[config.mk]
export PLATFORM = sky130hd
export DESIGN_NAME = lfsr_period_check
export DESIGN_NICKNAME = d
export VERILOG_FILES = /design/src/rtl/lfsr_period_check.sv
export SDC_FILE = /design/constraint.sdc
export NUM_CORES = 1
export LEC_CHECK = 0
export CAP_MARGIN = 20
export CORE_MARGIN = 2
export CORE_UTILIZATION = 44
export CTS_CLUSTER_DIAMETER = 200
export DETAILED_ROUTE_END_ITERATION = 6
export GPL_ROUTABILITY_DRIVEN = 0
export PLACE_DENSITY = 0.81
export SYNTH_ARGS = -nofsm -noshare
export SYNTH_HDL_FRONTEND = slang
export SYNTH_SLANG_ARGS = --single-unit
[constraint.sdc]
create_clock -name clk -period 2.33 [get_ports clk]
set_input_delay 0.5825 -clock clk [delete_from_list [all_inputs] [get_ports clk]]
set_output_delay 0.5825 -clock clk [all_outputs]
set_load 0.005 [all_outputs]
[src/rtl/lfsr_period_check.sv]
// Period checker for an external LFSR stage: loads a seed, counts steps until the
// stage reports a return to its seed (or gives up after 2^NUM_BITS steps), then reports.
module lfsr_period_check #(
   parameter int NUM_BITS = 5
) (
   input  logic                clk,
   input  logic                reset_n,
   input  logic                start,
   input  logic [NUM_BITS-1:0] seed,
   input  logic [NUM_BITS-1:0] lfsr_data,
   input  logic                lfsr_done,
   output logic                lfsr_enable,
   output logic                lfsr_seed_dv,
   output logic [NUM_BITS-1:0] lfsr_seed,
   output logic                busy,
   output logic                result_valid,
   output logic [NUM_BITS:0]   period,
   output logic                pass,
   output logic                timeout
);

   typedef enum logic [1:0] {
      IDLE   = 2'd0,
      LOAD   = 2'd1,
      RUN    = 2'd2,
      REPORT = 2'd3
   } state_t;

   localparam logic [NUM_BITS:0] CNT_FULL   = {1'b1, {NUM_BITS{1'b0}}};
   localparam logic [NUM_BITS:0] CNT_MAXLEN = CNT_FULL - (NUM_BITS+1)'(1);

   state_t                state_q, state_d;
   logic [NUM_BITS:0]     cnt_q, cnt_d;
   logic [NUM_BITS-1:0]   seed_q, seed_d;
   logic [NUM_BITS:0]     period_q, period_d;
   logic                  pass_q, pass_d;
   logic                  timeout_q, timeout_d;
   logic                  detect;
   logic                  expire;

   // The observed LFSR value is deliberately not used by any decision.
   logic                  unused_lfsr_data;
   assign unused_lfsr_data = ^lfsr_data;

   always_ff @(posedge clk or negedge reset_n) begin
      if (!reset_n) begin
         state_q   <= IDLE;
         cnt_q     <= '0;
         seed_q    <= '0;
         period_q  <= '0;
         pass_q    <= 1'b0;
         timeout_q <= 1'b0;
      end else begin
         state_q   <= state_d;
         cnt_q     <= cnt_d;
         seed_q    <= seed_d;
         period_q  <= period_d;
         pass_q    <= pass_d;
         timeout_q <= timeout_d;
      end
   end

   // cnt==0 is the cycle right after the seed load, where the stage trivially equals its seed.
   assign detect = (state_q == RUN) && (cnt_q != '0) && lfsr_done;
   assign expire = (state_q == RUN) && (cnt_q == CNT_FULL) && !detect;

   always_comb begin
      state_d   = state_q;
      cnt_d     = cnt_q;
      seed_d    = seed_q;
      period_d  = period_q;
      pass_d    = pass_q;
      timeout_d = timeout_q;
      unique case (state_q)
         IDLE: begin
            if (start) begin
               state_d   = LOAD;
               seed_d    = seed;
               cnt_d     = '0;
               period_d  = '0;
               pass_d    = 1'b0;
               timeout_d = 1'b0;
            end
         end
         LOAD: begin
            state_d = RUN;
            cnt_d   = '0;
         end
         RUN: begin
            if (detect) begin
               state_d   = REPORT;
               period_d  = cnt_q;
               pass_d    = (cnt_q == CNT_MAXLEN);
               timeout_d = 1'b0;
            end else if (expire) begin
               state_d   = REPORT;
               period_d  = cnt_q;
               pass_d    = 1'b0;
               timeout_d = 1'b1;
            end else begin
               cnt_d = cnt_q + (NUM_BITS+1)'(1);
            end
         end
         REPORT: begin
            state_d = IDLE;
         end
         default: begin
            state_d = IDLE;
         end
      endcase
   end

   // Moore outputs: strobes depend on the state register alone.
   assign lfsr_enable  = (state_q == LOAD) || (state_q == RUN);
   assign lfsr_seed_dv = (state_q == LOAD);
   assign busy         = (state_q != IDLE);
   assign result_valid = (state_q == REPORT);
   assign lfsr_seed    = seed_q;
   assign period       = period_q;
   assign pass         = pass_q;
   assign timeout      = timeout_q;

endmodule

==> results of run 1 <==
## sequential cells by signal, indices dropped and copies added (netlist names)
signal	flops
cnt_q	6
lfsr_seed	5
pass	1
period	6
state_q	2
timeout	1
## per-layer routing
layer	global-route usage	up-vias
li1	-	390
met2	0.282	9
met3	0.0169	4
met1	0.197	390
met4	0.0897	0
met5	0	-
## Yosys cell counts (3+ instances only)
master / count / area share
a22o_2: 5 / 0.046
ha_1: 7 / 0.081
nand3_1: 3 / 0.014
nand2_1: 6 / 0.021
inv_1: 6 / 0.021
o21ai_0: 4 / 0.019
mux2_2: 8 / 0.084
dfrtp_1: 21 / 0.49
nor2_1: 5 / 0.017
o31ai_1: 3 / 0.021
mux2i_1: 4 / 0.037
a22o_1: 3 / 0.024
## how the worst max path moves through the flow
stage	endpoint	cells past startpoint
6_report	lfsr_enable	3
5_1_grt	busy	4
4_1_cts	lfsr_enable	3
3_5_place_dp	pass	4
3_3_place_gp	period[1]	6
2_1_floorplan	pass	6
## placed cells by master, fill, tap and decap left out
| cell type | synthesis | layout |
|---|---|---|
| a22o_2 | 5 | 5 |
| nor3_1 | 1 | 1 |
| clkdlybuf4s50_1 | 0 | 25 |
| o31ai_1 | 3 | 3 |
| mux2i_1 | 4 | 4 |
| a21oi_1 | 1 | 1 |
| buf_4 | 0 | 5 |
| nor4b_4 | 1 | 1 |
| a211o_4 | 1 | 1 |
| clkbuf_1 | 1 | 1 |
| nand3_1 | 3 | 3 |
| a22o_1 | 3 | 3 |
| nor2b_1 | 2 | 2 |
| mux2_4 | 1 | 1 |
| a21o_2 | 1 | 1 |
| nor2_1 | 5 | 5 |
| a21o_1 | 2 | 2 |
| o21ai_0 | 4 | 4 |
| o32a_1 | 1 | 1 |
| nor4b_1 | 1 | 1 |
| dfrtp_1 | 21 | 21 |
| mux2_2 | 8 | 8 |
| nand2_1 | 6 | 6 |
| ha_1 | 7 | 7 |
| clkbuf_4 | 0 | 3 |
| nand2b_1 | 1 | 1 |
| inv_1 | 6 | 6 |
## stage by stage
step,worst slack [ns],cells,hold WS [ns]
6_report,0.131,150,0.516
5_1_grt,0.0104,150,0.528
4_1_cts,0.0812,149,0.520
3_5_place_dp,0.275,145,0.490
3_3_place_gp,0.282,145,0.488
2_1_floorplan,0.486,90,0.287
## layout make-up
| cell class | instances | area, sq um |
|---|---|---|
| Fill cell | 201 | 837 |
| Inverter | 6 | 22.5 |
| Timing Repair Buffer | 30 | 288 |
| Tap cell | 28 | 35.0 |
| Sequential cell | 21 | 526 |
| Clock buffer | 4 | 26.3 |
| Multi-Input combinational cell | 61 | 520 |
## power groups by stage
stage / clock network, W / logic, W / registers [W]
3_5_place_dp: 0 / 0.000825 / 0.000520
4_1_cts: 0.000179 / 0.000831 / 0.000512
5_1_grt: 0.000192 / 0.000917 / 0.000518
2_1_floorplan: 0 / 0.000475 / 0.000515
3_3_place_gp: 0 / 0.000806 / 0.000512
6_report: 0.000170 / 0.000841 / 0.000507
## cells by family after synthesis
group,Yosys count,synth area share
simple gates,20,0.105
compound gates,21,0.163
buf+inv,8,0.0290
fa+ha+maj,7,0.0813
mux,13,0.135
flops,21,0.488
==> flow_summary.yaml, run 1 <==
synth:
  syn_nets: 111
  async_flop_share: 1.00
  synth.avg_cell_area_sq_um: 12.0
  synth_area_sq_um: 1080
  yosys.cell_types.count: 25
  syn_inst: 90
  ys_warn_count: 0
  seq_area_frac_synth: 0.488
  synth_top_flop_cell: "dfrtp_1"
  synth_edf_count: 0
  ys_ff_latch: 21
min_path:
  holdCritPathClass: "register to register"
  min_path_cells: 1
  hold_end: "period[1]"
  worstHoldStart: "period[1]"
clock_tree:
  ctsHoldBuffers: 0
  cts_root_buf: "clkbuf_4"
  cts_tree: "done"
  cts.clk_slew.worst_paths_ns: 0.11
  cts.sinks: 21
  clock_path_buffers: 2
  post_cts_buffers: 0
  cts_buffers: 3
  insertion_delay_ns: 0.29
  cts_resized: 0
  cts_max_level: 1
global_routing:
  track_usage: 0.164
  grt.overflow.total: 0
  grt_max_degree: 22
  grt_pass1_wl_mm: 3.33
  antenna_found_initial: 0
  grt_pass1_vias: 738
detailed_routing:
  drcViolationCount: 0
  met3WireLength_um: 34
  drtIter0Drc: 6
  vias_per_cell: 5.29
  routed.top_layer: "met4"
  met1_length_um: 926
  routed_wl_mm: 2.07
  vias: 793
  wl_met2_mm: 1.08
  ant_nets: 0
  wl_per_cell_um: 13.8
  drtPass1Iterations: 4
setup_path:
  crit_path_max_fanout: 4
  critPathTopFamily: "buffers and inverters"
  slowest_delay_ns: 0.51
  criticalPathCategory: "register to primary output"
  r2r_cells: 6
  crit_path_end_kind: "primary output"
  r2r_slack_ns: 0.27
  critPathBufInv: 2
  path_cells: "inv_1 > ha_1 > clkdlybuf4s50_1"
  crit_path_start: "state_q[1]"
  critPathArrivalTime_ns: 1.62
  crit_path_start_kind: "register"
  critPathSlowestCell: "clkdlybuf4s50_1"
  rr_startpoint: "cnt_q[0]"
  cp.required_ns: 1.75
  worstReg2RegEnd: "pass"
timing:
  layout_min_cycle_time_ns: 2.20
  rsz0062_at_grt: "false"
  max_freq_mhz: 455
  setup_viol: 0
  worst_clock_skew_ns: 0.00286
  worst-slew-pin-transition_ns: 0.402
  slew_viol_final: 0
  fin_tns_setup_ns: 0
  fin_crit_sh: 0.944
  relSlewSlack: 0.732
  hold_viol: 0
cells_and_area:
  finalNetCount: 144
  syn2layout_area_growth_pct: 31.6
  drive_above_1_share: 0.205
  final_area_sq_um: 1420
  final_core_util: 0.629
  diodes: 0
pwr:
  power_frac_seq: 0.334
  p_clk_frac: 0.112
  power_frac_comb: 0.554
  total_power_w: 0.00152
  powerDensity_nw_per_um2: 1070
  p_sw_frac: 0.347
  power.switching_w: 0.000527
  internal_power_w: 0.000990
  leakage_nw: 0.651
  peakVddDrop_mv: 0.846
place:
  dpl.hpwl_mm: 1.61
  port_buffers: 25
  placedInstanceArea_sq_um: 1380
die:
  rows: 17
  die-width_um: 53.5
  core_area_sq_um: 2250
  die-area_sq_um: 2860
  initial_core_util: 0.478
  io_pins: 31
  die_h_um: 53.5
outcome:
  status: "completed"
job:
  drv_cap: 0
(Power assumes the default switching activity.)
==> run 2, diff against run 1 <==
CORE_MARGIN = 8   (was 2)
GPL_ROUTABILITY_DRIVEN = unset   (was 0)
clock period = 2.5 ns   (was 2.33 ns; I/O delays follow)
==> flow_summary.yaml, run 2 (synthesized netlist as in run 1, its figures left out) <==
outcome:
  status: "completed"
detailed_routing:
  ant_nets: 0
  drtPass1Iterations: 4
  vias_per_cell: 5.28
  drcViolationCount: 0
  routed_wl_mm: 2.28
  wl_per_cell_um: 15.2
  drtIter0Drc: 16
  vias: 792
min_path:
  holdCritPathClass: "register to register"
  hold_end: "period[4]"
  min_path_cells: 1
  worstHoldStart: "period[4]"
pwr:
  powerDensity_nw_per_um2: 1010
  peakVddDrop_mv: 0.642
  leakage_nw: 0.641
global_routing:
  grt_max_degree: 22
  grt_pass1_vias: 817
  grt.overflow.total: 0
  track_usage: 0.112
  antenna_found_initial: 0
  grt_pass1_wl_mm: 3.70
cells_and_area:
  syn2layout_area_growth_pct: 30.4
  drive_above_1_share: 0.192
  instances_no_fill: 150
  finalNetCount: 142
  final_cell_mix: "25 x clkdlybuf4s50_1, 21 x dfrtp_1, 8 x mux2_2"
  diodes: 0
  final_area_sq_um: 1410
  nFillCells: 211
  final_common_cell: "clkdlybuf4s50_1"
die:
  core_area_sq_um: 2390
  io_pins: 31
  die-width_um: 65.5
  die_h_um: 65.5
  rows: 18
  initial_core_util: 0.451
  die-area_sq_um: 4290
timing:
  final.setup.worst_slack_ns: 0.191
  rsz0062_at_grt: "false"
  fin_crit_sh: 0.923
  worst-slew-pin-transition_ns: 0.406
  relSlewSlack: 0.729
  setup_viol: 0
  worst_clock_skew_ns: 0.00113
  hold_viol: 0
  layout_min_cycle_time_ns: 2.31
  max_freq_mhz: 433
  fin_tns_setup_ns: 0
  slew_viol_final: 0
clock_tree:
  cts.sinks: 21
  cts.clk_slew.worst_paths_ns: 0.11
  cts_root_buf: "clkbuf_4"
  cts_max_level: 1
  insertion_delay_ns: 0.30
  clock_path_buffers: 2
  cts_tree: "done"
  ctsHoldBuffers: 0
  post_cts_buffers: 0
  cts_buffers: 3
  cts_resized: 0
setup_path:
  cp.depth: 4
  crit_path_end_kind: "primary output"
  criticalPathCategory: "register to primary output"
  crit_path_max_fanout: 4
  slowest_delay_ns: 0.52
  crit_path_start_kind: "register"
  cp.required_ns: 1.88
  critPathTopFamily: "buffers and inverters"
  critPathSlowestCell: "clkdlybuf4s50_1"
  rr_startpoint: "cnt_q[0]"
  r2r_cells: 6
  critPathBufInv: 3
  critPathArrivalTime_ns: 1.68
  path_cells: "inv_1 > ha_1 > inv_1 > clkdlybuf4s50_1"
  r2r_slack_ns: 0.41
  crit_top_cell: "inv_1"
  worstReg2RegEnd: "pass"
place:
  finalWeightedCongestion: 0.788
  dp_cells: 146
  port_buffers: 25
  dpl.hpwl_mm: 1.81
  placedInstanceArea_sq_um: 1380
  pre_cts_ws_ns: 0.339
job:
  drv_cap: 0
## run 2: cell count changes in the layout (fill, tap and decap cells not counted)
cell	before	now
buf_4	5	3
## run 2: final cells by class
| type | instances | area [sq um] | area share |
|---|---|---|---|
| clock buffer | 4 | 26.3 | 0.0187 |
| multi-input combinational | 61 | 520 | 0.370 |
| inverter | 6 | 22.5 | 0.0160 |
| tap | 30 | 37.5 | 0.0267 |
| sequential | 21 | 526 | 0.374 |
| timing repair buffer | 28 | 273 | 0.194 |
## run 2: metal layers
metal | track usage | vias up | wire length (um) | share of wire
li1 | - | 385 | - | -
met2 | 0.200 | 18 | 1240 | 0.54
met4 | 0.0817 | 0 | 71 | 0.031
met5 | 0 | - | 0 | 0
met3 | 0.0187 | 5 | 96 | 0.042
met1 | 0.116 | 384 | 879 | 0.39
## run 2: how the worst max path moves through the flow
| stage | startpoint | endpoint |
|---|---|---|
| after CTS | state_q[0] | busy |
| final | state_q[0] | busy |
| after global routing | state_q[1] | busy |
| after floorplan | cnt_q[0] | pass |
| after global placement | lfsr_done | period[2] |
| after detailed placement | lfsr_done | period[5] |
## run 2: stage by stage
step	hold slack, ns	util	total power [W]
floorplan	0.329	-	0.000923
global placement	0.486	0.578	0.00123
detailed placement	0.491	0.578	0.00127
CTS	0.520	0.589	0.00144
global route	0.539	0.589	0.00152
finish	0.516	0.589	0.00141
## run 2: power by group
| group | internal [W] | total (W) | switching (W) | leakage (nW) |
|---|---|---|---|---|
| logic | 0.000428 | 0.000775 | 0.000346 | 0.349 |
| registers | 0.000421 | 0.000476 | 0.0000545 | 0.277 |
| clock network | 0.0000623 | 0.000162 | 0.0000997 | 0.0150 |
